--- src/rtl/key_note_scheduler.sv ---
// PS/2 set-2 scan-code decoder feeding a last-note-priority key stack that drives
// the tone generator's period word, note gate and retrigger pulse.
//
// state    | meaning
// S_IDLE   | waiting for a fresh sequence; plain bytes are make codes
// S_BRK    | 0xF0 seen; next byte is a break code
// S_EXT    | 0xE0 seen; extended make, ignored
// S_EXTBRK | 0xE0 0xF0 seen; extended break, ignored
module key_note_scheduler #(
    parameter int DEPTH   = 4,
    parameter int VALUE_W = 10
) (
    input  logic               clk,
    input  logic               rst,
    input  logic [7:0]         code,
    input  logic               code_valid,
    input  logic [1:0]         octave,
    output logic [VALUE_W-1:0] value,
    output logic               note_on,
    output logic               retrig,
    output logic [3:0]         held_cnt
);

    typedef enum logic [1:0] {S_IDLE, S_BRK, S_EXT, S_EXTBRK} state_t;

    state_t             state, state_n;
    logic               make_ev, brk_ev;
    logic               key_ok;
    logic [2:0]         key_idx;
    logic [2:0]         stk   [DEPTH];
    logic [2:0]         stk_n [DEPTH];
    logic [3:0]         cnt, cnt_n;
    logic               hit;
    int                 hit_pos;
    logic [2:0]         top_idx;
    logic               note_n;
    logic [VALUE_W-1:0] value_n;

    function automatic logic [VALUE_W-1:0] base_of(input logic [2:0] idx);
        case (idx)
            3'd0:    base_of = VALUE_W'(373);
            3'd1:    base_of = VALUE_W'(333);
            3'd2:    base_of = VALUE_W'(296);
            3'd3:    base_of = VALUE_W'(280);
            3'd4:    base_of = VALUE_W'(249);
            3'd5:    base_of = VALUE_W'(222);
            3'd6:    base_of = VALUE_W'(198);
            default: base_of = VALUE_W'(187);
        endcase
    endfunction

    // Keys are stored as a 3-bit map index rather than the raw scan code.
    always_comb begin
        key_ok  = 1'b1;
        key_idx = 3'd0;
        case (code)
            8'h1C:   key_idx = 3'd0;
            8'h1B:   key_idx = 3'd1;
            8'h23:   key_idx = 3'd2;
            8'h2B:   key_idx = 3'd3;
            8'h34:   key_idx = 3'd4;
            8'h33:   key_idx = 3'd5;
            8'h3B:   key_idx = 3'd6;
            8'h42:   key_idx = 3'd7;
            default: key_ok  = 1'b0;
        endcase
    end

    always_comb begin
        state_n = state;
        make_ev = 1'b0;
        brk_ev  = 1'b0;
        if (code_valid) begin
            case (state)
                S_IDLE: begin
                    if (code == 8'hF0)      state_n = S_BRK;
                    else if (code == 8'hE0) state_n = S_EXT;
                    else                    make_ev = key_ok;
                end
                S_BRK: begin
                    brk_ev  = key_ok;
                    state_n = S_IDLE;
                end
                S_EXT:   state_n = (code == 8'hF0) ? S_EXTBRK : S_IDLE;
                default: state_n = S_IDLE;
            endcase
        end
    end

    // Index 0 is the oldest entry; the newest held key sits at cnt-1.
    always_comb begin
        hit     = 1'b0;
        hit_pos = 0;
        for (int i = 0; i < DEPTH; i++) begin
            if (!hit && i < int'(cnt) && stk[i] == key_idx) begin
                hit     = 1'b1;
                hit_pos = i;
            end
        end

        stk_n = stk;
        cnt_n = cnt;
        if (make_ev && !hit) begin
            if (int'(cnt) < DEPTH) begin
                for (int i = 0; i < DEPTH; i++)
                    if (i == int'(cnt)) stk_n[i] = key_idx;
                cnt_n = cnt + 4'd1;
            end else begin
                for (int i = 0; i < DEPTH - 1; i++)
                    stk_n[i] = stk[i+1];
                stk_n[DEPTH-1] = key_idx;
            end
        end else if (brk_ev && hit) begin
            for (int i = 0; i < DEPTH - 1; i++)
                if (i >= hit_pos) stk_n[i] = stk[i+1];
            cnt_n = cnt - 4'd1;
        end
    end

    always_comb begin
        top_idx = 3'd0;
        for (int i = 0; i < DEPTH; i++)
            if (i == int'(cnt) - 1) top_idx = stk[i];
        note_n  = (cnt != 4'd0);
        value_n = base_of(top_idx) >> octave;
    end

    always_ff @(posedge clk or negedge rst) begin
        if (!rst) begin
            state   <= S_IDLE;
            cnt     <= 4'd0;
            for (int i = 0; i < DEPTH; i++) stk[i] <= 3'd0;
            value   <= '0;
            note_on <= 1'b0;
            retrig  <= 1'b0;
        end else begin
            state   <= state_n;
            cnt     <= cnt_n;
            stk     <= stk_n;
            note_on <= note_n;
            // Value freezes while no key is held so the generator sees no glitch.
            if (note_n) value <= value_n;
            retrig  <= note_n && (!note_on || value_n != value);
        end
    end

    assign held_cnt = cnt;

endmodule

--- config.mk ---
export PLATFORM = sky130hd
export DESIGN_NAME = key_note_scheduler
export DESIGN_NICKNAME = d
export VERILOG_FILES = /design/src/rtl/key_note_scheduler.sv
export SDC_FILE = /design/constraint.sdc
export NUM_CORES = 1
export LEC_CHECK = 0
export CORE_ASPECT_RATIO = 0.9
export CORE_UTILIZATION = 40
export CTS_CLUSTER_DIAMETER = 200
export DETAILED_ROUTE_END_ITERATION = 8
export PLACE_DENSITY_LB_ADDON = 0.25
export SETUP_SLACK_MARGIN = 0.05
export SLEW_MARGIN = 20
export SYNTH_ARGS = -nofsm -noshare
export SYNTH_HDL_FRONTEND = slang
export SYNTH_SLANG_ARGS = --single-unit
--- constraint.sdc ---
create_clock -name clk -period 3.1 [get_ports clk]
set_input_delay 0.62 -clock clk [delete_from_list [all_inputs] [get_ports clk]]
set_output_delay 0.62 -clock clk [all_outputs]
set_load 0.01 [all_outputs]
==> out/qor.log, run 1 <==
INFO  outcome        outcome=finished, violations left
INFO  outcome        violations=negative setup slack
INFO  drt            wire_per_inst=16.2um
INFO  pwr            power-per-cell-area=352mW/mm^2
INFO  layout         stdcell_count=410
INFO  timing         totalNegativeSetupSlack=-2.15ns
INFO  synthesis      syn-instance-count=274
INFO  setup_path     crit_type=in -> reg
INFO  setup_path     worst_ep_arrival_time=3.70ns
INFO  setup_path     cp.required=3.28ns
INFO  synthesis      synth_flop_type=sky130_fd_sc_hd__dfrtp_1
INFO  drt            vias_per_cell=5.60
INFO  die            std_cell_rows=26
INFO  global_routing grt-ovfl-total=0
INFO  place          placement.io_buffers=27
INFO  synthesis      synthesis.area_per_instance=8.75um^2
INFO  drt            residual_drc_count=0
INFO  global_routing initial_antenna_violation_count=0
INFO  cts            clock_insertion_delay_worst_skew=0.29ns
INFO  timing         finalHoldViolations=0
INFO  cts            ctsLongestPathBuffers=2
INFO  die            core_area=0.00573mm^2
INFO  timing         timing.final.crit_period=3.51ns
INFO  drt            route.antenna.remaining_nets=0
INFO  cts            cts.root.buffer_cell=sky130_fd_sc_hd__clkbuf_8
INFO  global_routing grt_first_pass_wirelength=10.6mm
INFO  global_routing grt_start_max_net_pins=30
INFO  job            maxCapViolations=0
INFO  layout         antenna_cells_inserted=0
INFO  worst_hold_path hold_path.class=reg -> reg
INFO  setup_path     worst-path-max-fanout=5
INFO  place          globalplace.congestion=0.940
INFO  pwr            worst_vdd_drop=0.000268V
INFO  synthesis      async_flop_share=1.00
INFO  drt            vias=2298
INFO  die            die_width=83.6um
INFO  pwr            leakage=1.45nW
INFO  cts            cts_htree_levels=2
INFO  die            floorplan.initialDensity=0.419
INFO  place          placed_cells_incl_taps=394
INFO  global_routing gr-usage-all-layers=0.214
INFO  die            design.portCount=29
INFO  layout         drive_above_1_share=0.341
INFO  timing         maxClockFrequency=285MHz
INFO  setup_path     worst_setup_path_start_kind=primary input
INFO  global_routing number_of_global_route_vias_before_repair=2122
INFO  die            die-height=75.5um
INFO  synthesis      ys.warnings.count=0
INFO  die            die_area=0.00631mm^2
INFO  timing         period_share=1.13
INFO  synthesis      synth_edf_count=0
INFO  layout         layout.nets=355
INFO  synthesis      synth_cell_type_count=69
INFO  cts            cts_num_sinks=29
INFO  timing         setup_ws=-0.414ns
INFO  cts            worst_setup_hold_path_clk_slew=0.07ns
INFO  place          place_hpwl=4.71mm
INFO  synthesis      synth_sequential_area_ratio=0.303
INFO  timing         setup_viol=13
INFO  drt            wl=6.64mm
INFO  drt            dr.first_iter.drc_count=223
INFO  setup_path     end_kind=register
INFO  cts            cts-buffers-inserted=5
INFO  cts            hold_buffers=0
INFO  cts            cts_tree=yes
INFO  drt            drt_pre_antenna_iters=5
INFO  timing         grt_setup_unrepaired=true
INFO  timing         finClkSkew=0.0109ns
INFO  synthesis      synth_area=0.00240mm^2
INFO  synthesis      mappedNetlistNets=290
INFO  layout         signed_area_change_from_the_synthesized_netlist_to_the_final_layout=40.3%
INFO  timing         slew_violations=0
INFO  synthesis      synth-seq-cells=29
-- synth_stat cells, drive strengths merged, types with 2 or more instances --
master | count | area (um^2)
nor2 | 15 | 56.3
o211ai | 4 | 30.0
a211oi | 4 | 30.0
or2 | 3 | 18.8
o21ai | 9 | 45.0
or3b | 2 | 17.5
nand2 | 32 | 128
and3 | 2 | 22.5
buf | 5 | 43.8
nor3 | 8 | 51.3
o21a | 2 | 15.0
inv | 13 | 48.8
nand3 | 8 | 40.0
nand2b | 2 | 12.5
mux2i | 6 | 60.1
xor2 | 10 | 95.1
nor4 | 4 | 37.5
nor4b | 3 | 26.3
a2111oi | 2 | 23.8
mux2 | 19 | 221
xnor2 | 12 | 105
and2 | 2 | 12.5
o22ai | 6 | 50.0
dfrtp | 29 | 726
nand4 | 3 | 18.8
a21o | 2 | 15.0
a31oi | 6 | 43.8
clkbuf | 11 | 41.3
a21oi | 23 | 115
ha | 2 | 25.0
-- flip-flops by register name (all words and copies together) (netlist names) --
register	count
stk	12
value	9
held_cnt	4
state	2
note_on	1
retrig	1
-- worst max-delay path, stage by stage --
cell,delay (ns)
sky130_fd_sc_hd__buf_6,0.09
sky130_fd_sc_hd__or4b_4,0.56
sky130_fd_sc_hd__or4_4,0.60
sky130_fd_sc_hd__nand2_8,0.14
sky130_fd_sc_hd__xor2_4,0.17
sky130_fd_sc_hd__a2111oi_4,0.06
sky130_fd_sc_hd__nor3_4,0.18
sky130_fd_sc_hd__and3_4,0.22
sky130_fd_sc_hd__inv_4,0.04
sky130_fd_sc_hd__ha_4,0.20
sky130_fd_sc_hd__a21o_1,0.16
sky130_fd_sc_hd__a21oi_2,0.16
sky130_fd_sc_hd__mux2_4,0.31
sky130_fd_sc_hd__o21a_1,0.18
-- final timing paths --
check / startpoint / endpoint / slack (ns) / depth (start not counted)
worst max-delay path: code[0] / held_cnt[3] / -0.41 / 14
worst min-delay path: value[2] / value[2] / 0.52 / 2
worst max register to register: held_cnt[0] / retrig / 0.21 / 11
worst min register to register: value[2] / value[2] / 0.52 / 2
max in group asynchronous: rst / stk[4] / 2.08 / 2
min in group asynchronous: rst / state[0] / 0.72 / 2
-- power by group --
part | internal, mW | switching [mW]
Combinational | 0.202 | 0.200
Clock | 0.180 | 0.162
Sequential | 0.407 | 0.0325
-- timing repair --
item                                    in CTS  in global routing
endpoints found under the setup margin      16                 17
buffers inserted                             6                  4
hold endpoints to repair                     0                  0
gates cloned                                 0                  0
gates resized for setup                     30                 24
pin swaps                                   10                  7
-- layout make-up --
type	instances	area (um^2)
clock buffers	6	82.6
clock inverters	2	13.8
fillers	495	2360
inverters	14	55.1
multi-input cells	215	1790
flip-flops and latches	29	726
well taps	70	87.6
repair buffers	74	614
-- stage by stage --
step	area (um^2)	worst slack, ns	util	total power [mW]	hold WS [ns]
global placement	3040	-0.988	0.531	0.806	0.495
CTS	3220	-0.388	0.563	1.17	0.522
detailed placement	3040	-1.02	0.531	0.812	0.505
floorplan	2480	-0.589	-	0.654	0.324
global route	3360	-0.519	0.588	1.25	0.565
finish	3360	-0.414	0.588	1.18	0.516
-- cells by family after synthesis --
| kind of cell | share of synthesized area |
|---|---|
| buf+inv | 0.0574 |
| flops | 0.303 |
| xor+xnor | 0.0835 |
| simple gates | 0.211 |
| mux | 0.117 |
| compound gates | 0.208 |
| other cells | 0.00156 |
| fa+ha+maj | 0.0188 |
-- metal layers --
| metal | GRT usage | share of wire |
|---|---|---|
| met5 | 0 | 0 |
| met4 | 0.0508 | 0.0081 |
| met3 | 0.0379 | 0.047 |
| met2 | 0.312 | 0.42 |
| met1 | 0.329 | 0.53 |
-- cell usage in the layout (no fill, tap or decap), types with 3 or more instances in the layout --
cell	synthesis	routed
sky130_fd_sc_hd__buf_4	2	46
sky130_fd_sc_hd__nand2_1	31	31
sky130_fd_sc_hd__dfrtp_1	29	29
sky130_fd_sc_hd__a21oi_1	23	22
sky130_fd_sc_hd__clkdlybuf4s50_1	0	21
sky130_fd_sc_hd__mux2_4	2	15
sky130_fd_sc_hd__nor2_1	15	13
sky130_fd_sc_hd__inv_1	11	11
sky130_fd_sc_hd__xnor2_1	12	11
sky130_fd_sc_hd__o21ai_0	9	8
sky130_fd_sc_hd__nand3_1	8	8
sky130_fd_sc_hd__nor3_1	7	7
sky130_fd_sc_hd__xor2_1	9	6
sky130_fd_sc_hd__mux2i_1	6	6
sky130_fd_sc_hd__clkbuf_8	0	6
sky130_fd_sc_hd__a31oi_1	5	5
sky130_fd_sc_hd__mux2_2	16	4
sky130_fd_sc_hd__o211ai_1	4	4
sky130_fd_sc_hd__a211oi_1	4	4
sky130_fd_sc_hd__nand4_1	3	3
sky130_fd_sc_hd__o22ai_1	4	3
sky130_fd_sc_hd__buf_2	1	3
Note: power is estimated with default switching activity, not from simulation.
==> inputs of run 2 (changes only) <==
- CORE_UTILIZATION: 40 -> 46
==> run 2 against run 1 <==
Net effect: the run still ends with negative setup slack left; register-to-register slack worse by 0.04 ns; via count is 5.4% higher; first-iteration DRC count is 11% higher; sequential power hardly changed; hold slack better by 0.016 ns; maximum frequency is 1.6% lower; clock-buffer cell count stayed put; sequential cell count stayed put; sequential share of layout area is 0.59 points lower; highest routed layer unchanged; cell count is 0.49% lower; combinational power is 4% higher.
==> out/qor.log, run 2 (synthesized netlist as in run 1, its figures left out) <==
INFO  outcome        outcome=finished, violations left
INFO  outcome        violations=negative setup slack
INFO  die            die_area=0.00551mm^2
INFO  die            std_cell_rows=24
INFO  global_routing number_of_global_route_vias_before_repair=2220
INFO  worst_hold_path hold_path.class=reg -> reg
INFO  die            die_width=78.1um
INFO  setup_path     timing.critical_path.mode_cell=sky130_fd_sc_hd__buf_4
INFO  worst_hold_path worst_hold_startpoint=value[1]
INFO  timing         finalHoldViolations=0
INFO  timing         setup_ws=-0.471ns
INFO  die            floorplan.initialDensity=0.487
INFO  setup_path     critical_path.max_stage_delay=0.57ns
INFO  pwr            worst_vdd_drop=0.000317V
INFO  layout         antenna_cells_inserted=0
INFO  layout         drive_above_1_share=0.359
INFO  setup_path     crit_type=in -> reg
INFO  drt            residual_drc_count=0
INFO  timing         timing.final.crit_period=3.57ns
INFO  setup_path     reg2reg_setup_slack=0.17ns
INFO  setup_path     worst_ep_arrival_time=3.74ns
INFO  setup_path     r2r-start=held_cnt[2]
INFO  cts            cts.root.buffer_cell=sky130_fd_sc_hd__clkbuf_8
INFO  drt            dr.first_iter.drc_count=248
INFO  layout         final_core_util=0.702
INFO  timing         timing.slew.headroom=0.671
INFO  timing         setup_viol=13
INFO  timing         period_share=1.15
INFO  cts            cts_tree=yes
INFO  layout         signed_area_change_from_the_synthesized_netlist_to_the_final_layout=44.2%
INFO  job            maxCapViolations=0
INFO  place          globalplace.congestion=0.890
INFO  drt            vias_per_cell=5.94
INFO  cts            cts_num_sinks=29
INFO  die            die-height=70.5um
INFO  global_routing initial_antenna_violation_count=0
INFO  cts            clock_insertion_delay_worst_skew=0.28ns
INFO  timing         whs=0.532ns
INFO  setup_path     cpMaxStageDelayCell=sky130_fd_sc_hd__or4b_4
INFO  setup_path     timing.critical_path.max_delay_family=simple AND/OR/NAND/NOR gates
INFO  timing         maxClockFrequency=280MHz
INFO  drt            wire_per_inst=17.8um
INFO  setup_path     critPathBufInv=4
INFO  drt            wl=7.27mm
INFO  setup_path     end_kind=register
INFO  cts            cts-buffers-inserted=5
INFO  drt            drt_pre_antenna_iters=4
INFO  pwr            total_power_consumption_of_the_routed_design=1.19mW
INFO  global_routing grt_start_max_net_pins=30
INFO  worst_hold_path hold_path_end=value[1]
INFO  timing         finClkSkew=0.00591ns
INFO  setup_path     r2r_end=held_cnt[3]
INFO  layout         layout.nets=358
INFO  timing         slew_violations=0
INFO  setup_path     ff2ff_path_depth=11
INFO  timing         tightestPinTransition=0.489ns
INFO  layout         largest_register_ffs=12
INFO  place          placement.io_buffers=27
INFO  cts            ctsLongestPathBuffers=2
INFO  timing         grt_setup_unrepaired=true
INFO  setup_path     worst-path-max-fanout=4
INFO  pwr            power-per-cell-area=343mW/mm^2
INFO  layout         final_cell_mix=sky130_fd_sc_hd__buf_4, sky130_fd_sc_hd__nand2_1, sky130_fd_sc_hd__dfrtp_1
INFO  cts            worst_setup_hold_path_clk_slew=0.07ns
INFO  timing         totalNegativeSetupSlack=-3.25ns
INFO  cts            cts_htree_levels=2
INFO  global_routing grt-ovfl-total=0
INFO  global_routing grt_first_pass_wirelength=11.2mm
INFO  layout         largest-register=stk
INFO  setup_path     crit_path_cell_trace=buf_6 -> or4b_4 -> or4_4 -> nand2_8 -> buf_4 -> buf_4 -> xnor2_1 -> nand4_1 -> and3_4 -> inv_4 -> ha_4 -> a21o_1 -> a21oi_2 -> mux2_4 -> o21a_1
INFO  cts            hold_buffers=0
INFO  worst_hold_path holdPathStages=2
INFO  drt            route.antenna.remaining_nets=0
INFO  pwr            leakage=1.48nW
INFO  setup_path     worst_setup_path_start_kind=primary input
INFO  place          place_hpwl=4.67mm
INFO  layout         mostFrequentLayoutCell=sky130_fd_sc_hd__buf_4
INFO  die            design.portCount=29
INFO  setup_path     cp.required=3.27ns
INFO  drt            vias=2422
INFO  die            core_area=0.00492mm^2
INFO  global_routing gr-usage-all-layers=0.260
## run 2: stage by stage
step / worst slack [ns] / area [um^2] / cells
finish: -0.471 / 3460 / 408
global route: -0.562 / 3460 / 408
CTS: -0.449 / 3300 / 405
detailed placement: -1.05 / 3040 / 390
global placement: -1.00 / 3040 / 390
floorplan: -0.589 / 2480 / 274
## run 2: worst reg2reg max path: cells and delay by family, from the launching register on
family | cells | cell delay [ns]
AND/OR/NAND/NOR | 5 | 1.35
AO/OA/AOI/OAI | 3 | 0.49
flip-flops | 1 | 0.43
multiplexers | 1 | 0.31
adder cells (fa/ha/maj) | 1 | 0.20
buffers and inverters | 1 | 0.05
## run 2: layout make-up
type                       count  area [um^2]
clock buffer                   6         82.6
tap                           65         81.3
inverter                      14         55.1
multi-input combinational    215         1840
fill                         367         1470
clock inverter                 2         13.8
sequential                    29          726
timing repair buffer          77          666
## run 2: what timing repair did
action,CTS,global route
buffers inserted,7,7
pin swaps,9,15
endpoints found under the setup margin,16,16
resized for setup,41,22
## run 2: how the worst max path moves through the flow
stage	cells past startpoint	from	end
after floorplan	13	code[3]	held_cnt[3]
after global placement	14	code[3]	held_cnt[3]
after detailed placement	14	code[3]	held_cnt[3]
after CTS	14	code[0]	held_cnt[3]
after global routing	15	code[2]	held_cnt[3]
final	15	code[2]	held_cnt[3]
## run 2: metal layers
layer | GRT usage | vias up | wire length, um
li1 | - | 1129 | -
met2 | 0.392 | 91 | 3430
met1 | 0.395 | 1192 | 3410
met4 | 0.0494 | 0 | 61
met5 | 0 | - | 0
met3 | 0.0405 | 10 | 366
## run 2: where the power goes
part / switching (mW) / internal, mW
clock network: 0.147 / 0.180
logic: 0.213 / 0.205
registers: 0.0337 / 0.408
==> inputs of run 3 (changes only) <==
- CORE_UTILIZATION: 46 -> 25
- HOLD_SLACK_MARGIN: unset -> 0.06
==> run 3 against run 2 <==
Net effect: the flow still finishes with violations (negative setup slack); total power is 2.8% lower; hold slack lost 0.017 ns; largest cell class unchanged; combinational power decreased by 5.3%; clock power fell by 2%; critical path depth fell by 1; first-iteration DRC count decreased by 48%; sequential share of layout area rose by 0.30 points; register-to-register slack is essentially flat; utilization is 33 points lower; non-clock buffer count fell by 2.
==> out/qor.log, run 3 (synthesized netlist as in run 1, its figures left out) <==
INFO  global_routing globalRouteMet2Util=0.215
INFO  setup_path     cp.required=3.27ns
INFO  setup_path     r2r_end=held_cnt[3]
INFO  layout         final_core_util=0.370
INFO  cts            cts.root.buffer_cell=sky130_fd_sc_hd__clkbuf_8
INFO  global_routing grt_first_pass_wirelength=11.3mm
INFO  layout         num-fill-cells=925
INFO  drt            drt_pre_antenna_iters=4
INFO  timing         setup_viol=13
INFO  cts            cts_tree=yes
INFO  timing         timing.final.crit_period=3.53ns
INFO  layout         multi_input_area=0.00177mm^2
INFO  layout         mostFrequentLayoutCell=sky130_fd_sc_hd__buf_4
INFO  layout         final-seq-area=726um^2
INFO  layout         signed_area_change_from_the_synthesized_netlist_to_the_final_layout=42.2%
INFO  pwr            leakage=1.43nW
INFO  layout         antenna_cells_inserted=0
INFO  die            core_area=0.00921mm^2
INFO  outcome        outcome=finished, violations left
INFO  place          place_hpwl=5.02mm
INFO  worst_hold_path holdPathStages=2
INFO  setup_path     worst_ep_arrival_time=3.70ns
INFO  layout         largest_register_ffs=12
INFO  timing         totalNegativeSetupSlack=-1.96ns
INFO  place          placement.io_buffers=27
INFO  cts            cts_num_sinks=29
INFO  global_routing grt_start_max_net_pins=30
INFO  cts            worst_setup_hold_path_clk_slew=0.07ns
INFO  cts            cts_htree_levels=2
INFO  die            die-height=94.9um
INFO  layout         final_cell_mix=sky130_fd_sc_hd__buf_4, sky130_fd_sc_hd__nand2_1, sky130_fd_sc_hd__dfrtp_1
INFO  cts            cts-buffers-inserted=5
INFO  timing         maxClockFrequency=284MHz
INFO  die            floorplan.initialDensity=0.260
INFO  setup_path     ff2ff_path_depth=11
INFO  pwr            worst_vdd_drop=0.000157V
INFO  job            maxCapViolations=0
INFO  timing         grt_setup_unrepaired=true
INFO  setup_path     end_kind=register
INFO  timing         tightestPinTransition=0.492ns
INFO  drt            dr.first_iter.drc_count=128
INFO  timing         period_share=1.14
INFO  cts            ctsLongestPathBuffers=2
INFO  drt            wire_per_inst=14.8um
INFO  drt            route.antenna.remaining_nets=0
INFO  place          globalplace.congestion=0.886
INFO  outcome        violations=negative setup slack
INFO  drt            vias=2291
INFO  drt            wl=6.87mm
INFO  worst_hold_path worst_hold_startpoint=value[1]
INFO  setup_path     r2r-start=held_cnt[2]
INFO  die            std_cell_rows=33
INFO  setup_path     worst-path-max-fanout=5
INFO  setup_path     reg2reg_setup_slack=0.16ns
INFO  setup_path     worst_setup_path_start_kind=primary input
INFO  worst_hold_path hold_path_end=value[1]
INFO  timing         finClkSkew=0.00424ns
INFO  global_routing number_of_global_route_vias_before_repair=2216
INFO  setup_path     crit_type=in -> reg
INFO  layout         largest-register=stk
INFO  die            die_area=0.00999mm^2
INFO  cts            hold_buffers=0
INFO  layout         fin_area=0.00341mm^2
INFO  drt            vias_per_cell=4.95
INFO  timing         timing.slew.headroom=0.670
INFO  die            design.portCount=29
INFO  timing         slew_violations=0
INFO  worst_hold_path hold_path.class=reg -> reg
INFO  global_routing gr-usage-all-layers=0.143
INFO  global_routing groute.layer.met3.usage=0.0221
INFO  layout         stdcell_count=463
INFO  global_routing grt-ovfl-total=0
INFO  layout         layout.nets=357
INFO  die            die_width=105um
INFO  drt            residual_drc_count=0
INFO  layout         drive_above_1_share=0.343
INFO  pwr            power-per-cell-area=338mW/mm^2
INFO  timing         finalHoldViolations=0
INFO  timing         setup_ws=-0.426ns
INFO  place          placed_cells_incl_taps=449
INFO  global_routing met1_track_usage_gr=0.213
INFO  global_routing grt-busiest-layer=met2
INFO  place          placedInstanceArea=0.00313mm^2
INFO  cts            clock_insertion_delay_worst_skew=0.27ns
INFO  global_routing initial_antenna_violation_count=0
[run 3: changes by cell type in the layout (fill, tap and decap cells not counted), moves of 2 or more]
cell / delta
sky130_fd_sc_hd__xor2_4: -2
sky130_fd_sc_hd__xnor2_1: +2
sky130_fd_sc_hd__mux2_2: +4
sky130_fd_sc_hd__buf_4: +2
sky130_fd_sc_hd__mux2_4: -4
sky130_fd_sc_hd__xor2_1: +2
sky130_fd_sc_hd__buf_6: -3
sky130_fd_sc_hd__clkdlybuf4s50_1: +2
sky130_fd_sc_hd__dlymetal6s2s_1: -2
sky130_fd_sc_hd__xnor2_2: -2
[run 3: area by class of cell]
type                            count  share of cell area
Multi-Input combinational cell    216               0.518
Sequential cell                    29               0.213
Timing Repair Buffer               75               0.182
Tap cell                          122              0.0448
Clock buffer                        6              0.0242
Inverter                           14              0.0161
Clock inverter                      1             0.00220
[run 3: critical path, cell delays in order]
cell and delay, ns:
sky130_fd_sc_hd__buf_6 0.09, sky130_fd_sc_hd__or4b_4 0.56, sky130_fd_sc_hd__or4_4 0.60, sky130_fd_sc_hd__nand2_8 0.12, sky130_fd_sc_hd__buf_4 0.12, sky130_fd_sc_hd__xnor2_1 0.10, sky130_fd_sc_hd__nand4_1 0.18, sky130_fd_sc_hd__and3_4 0.23
sky130_fd_sc_hd__inv_4 0.06, sky130_fd_sc_hd__ha_4 0.18, sky130_fd_sc_hd__a21o_1 0.18, sky130_fd_sc_hd__a21oi_2 0.15, sky130_fd_sc_hd__mux2_4 0.31, sky130_fd_sc_hd__o21a_1 0.18
[run 3: worst max path at each step]
stage	from	to	slack [ns]	depth (start not counted)
after global placement	code[3]	held_cnt[3]	-1.01	14
after CTS	code[0]	held_cnt[3]	-0.41	14
after global routing	code[0]	held_cnt[3]	-0.52	14
final	code[0]	held_cnt[3]	-0.43	14
after detailed placement	code[3]	held_cnt[3]	-1.04	14
after floorplan	code[3]	held_cnt[3]	-0.59	13
[run 3: metrics by stage]
step	hold WS (ns)	worst slack [ns]	total power, mW
after global placement	0.499	-1.01	0.816
after CTS	0.514	-0.408	1.16
after floorplan	0.324	-0.589	0.654
final	0.515	-0.426	1.15
after global routing	0.557	-0.521	1.23
after detailed placement	0.502	-1.04	0.818
[run 3: repair_timing]
action,4_1_cts,5_1_grt
cloned,1,0
endpoints found under the setup margin,16,16
setup buffers,6,2
pin swaps,12,5
resized for setup,33,13
[run 3: layer usage]
layer  part of all wire  wire length (um)
met5                  0                 0
met4             0.0098                67
met3              0.054               373
met2               0.42              2900
met1               0.51              3530
[run 3: report_power, final]
group / total [mW] / internal [mW] / switching [mW]
clock network: 0.322 / 0.175 / 0.147
registers: 0.436 / 0.408 / 0.0283
logic: 0.395 / 0.193 / 0.201
total: 1.15 / 0.776 / 0.376
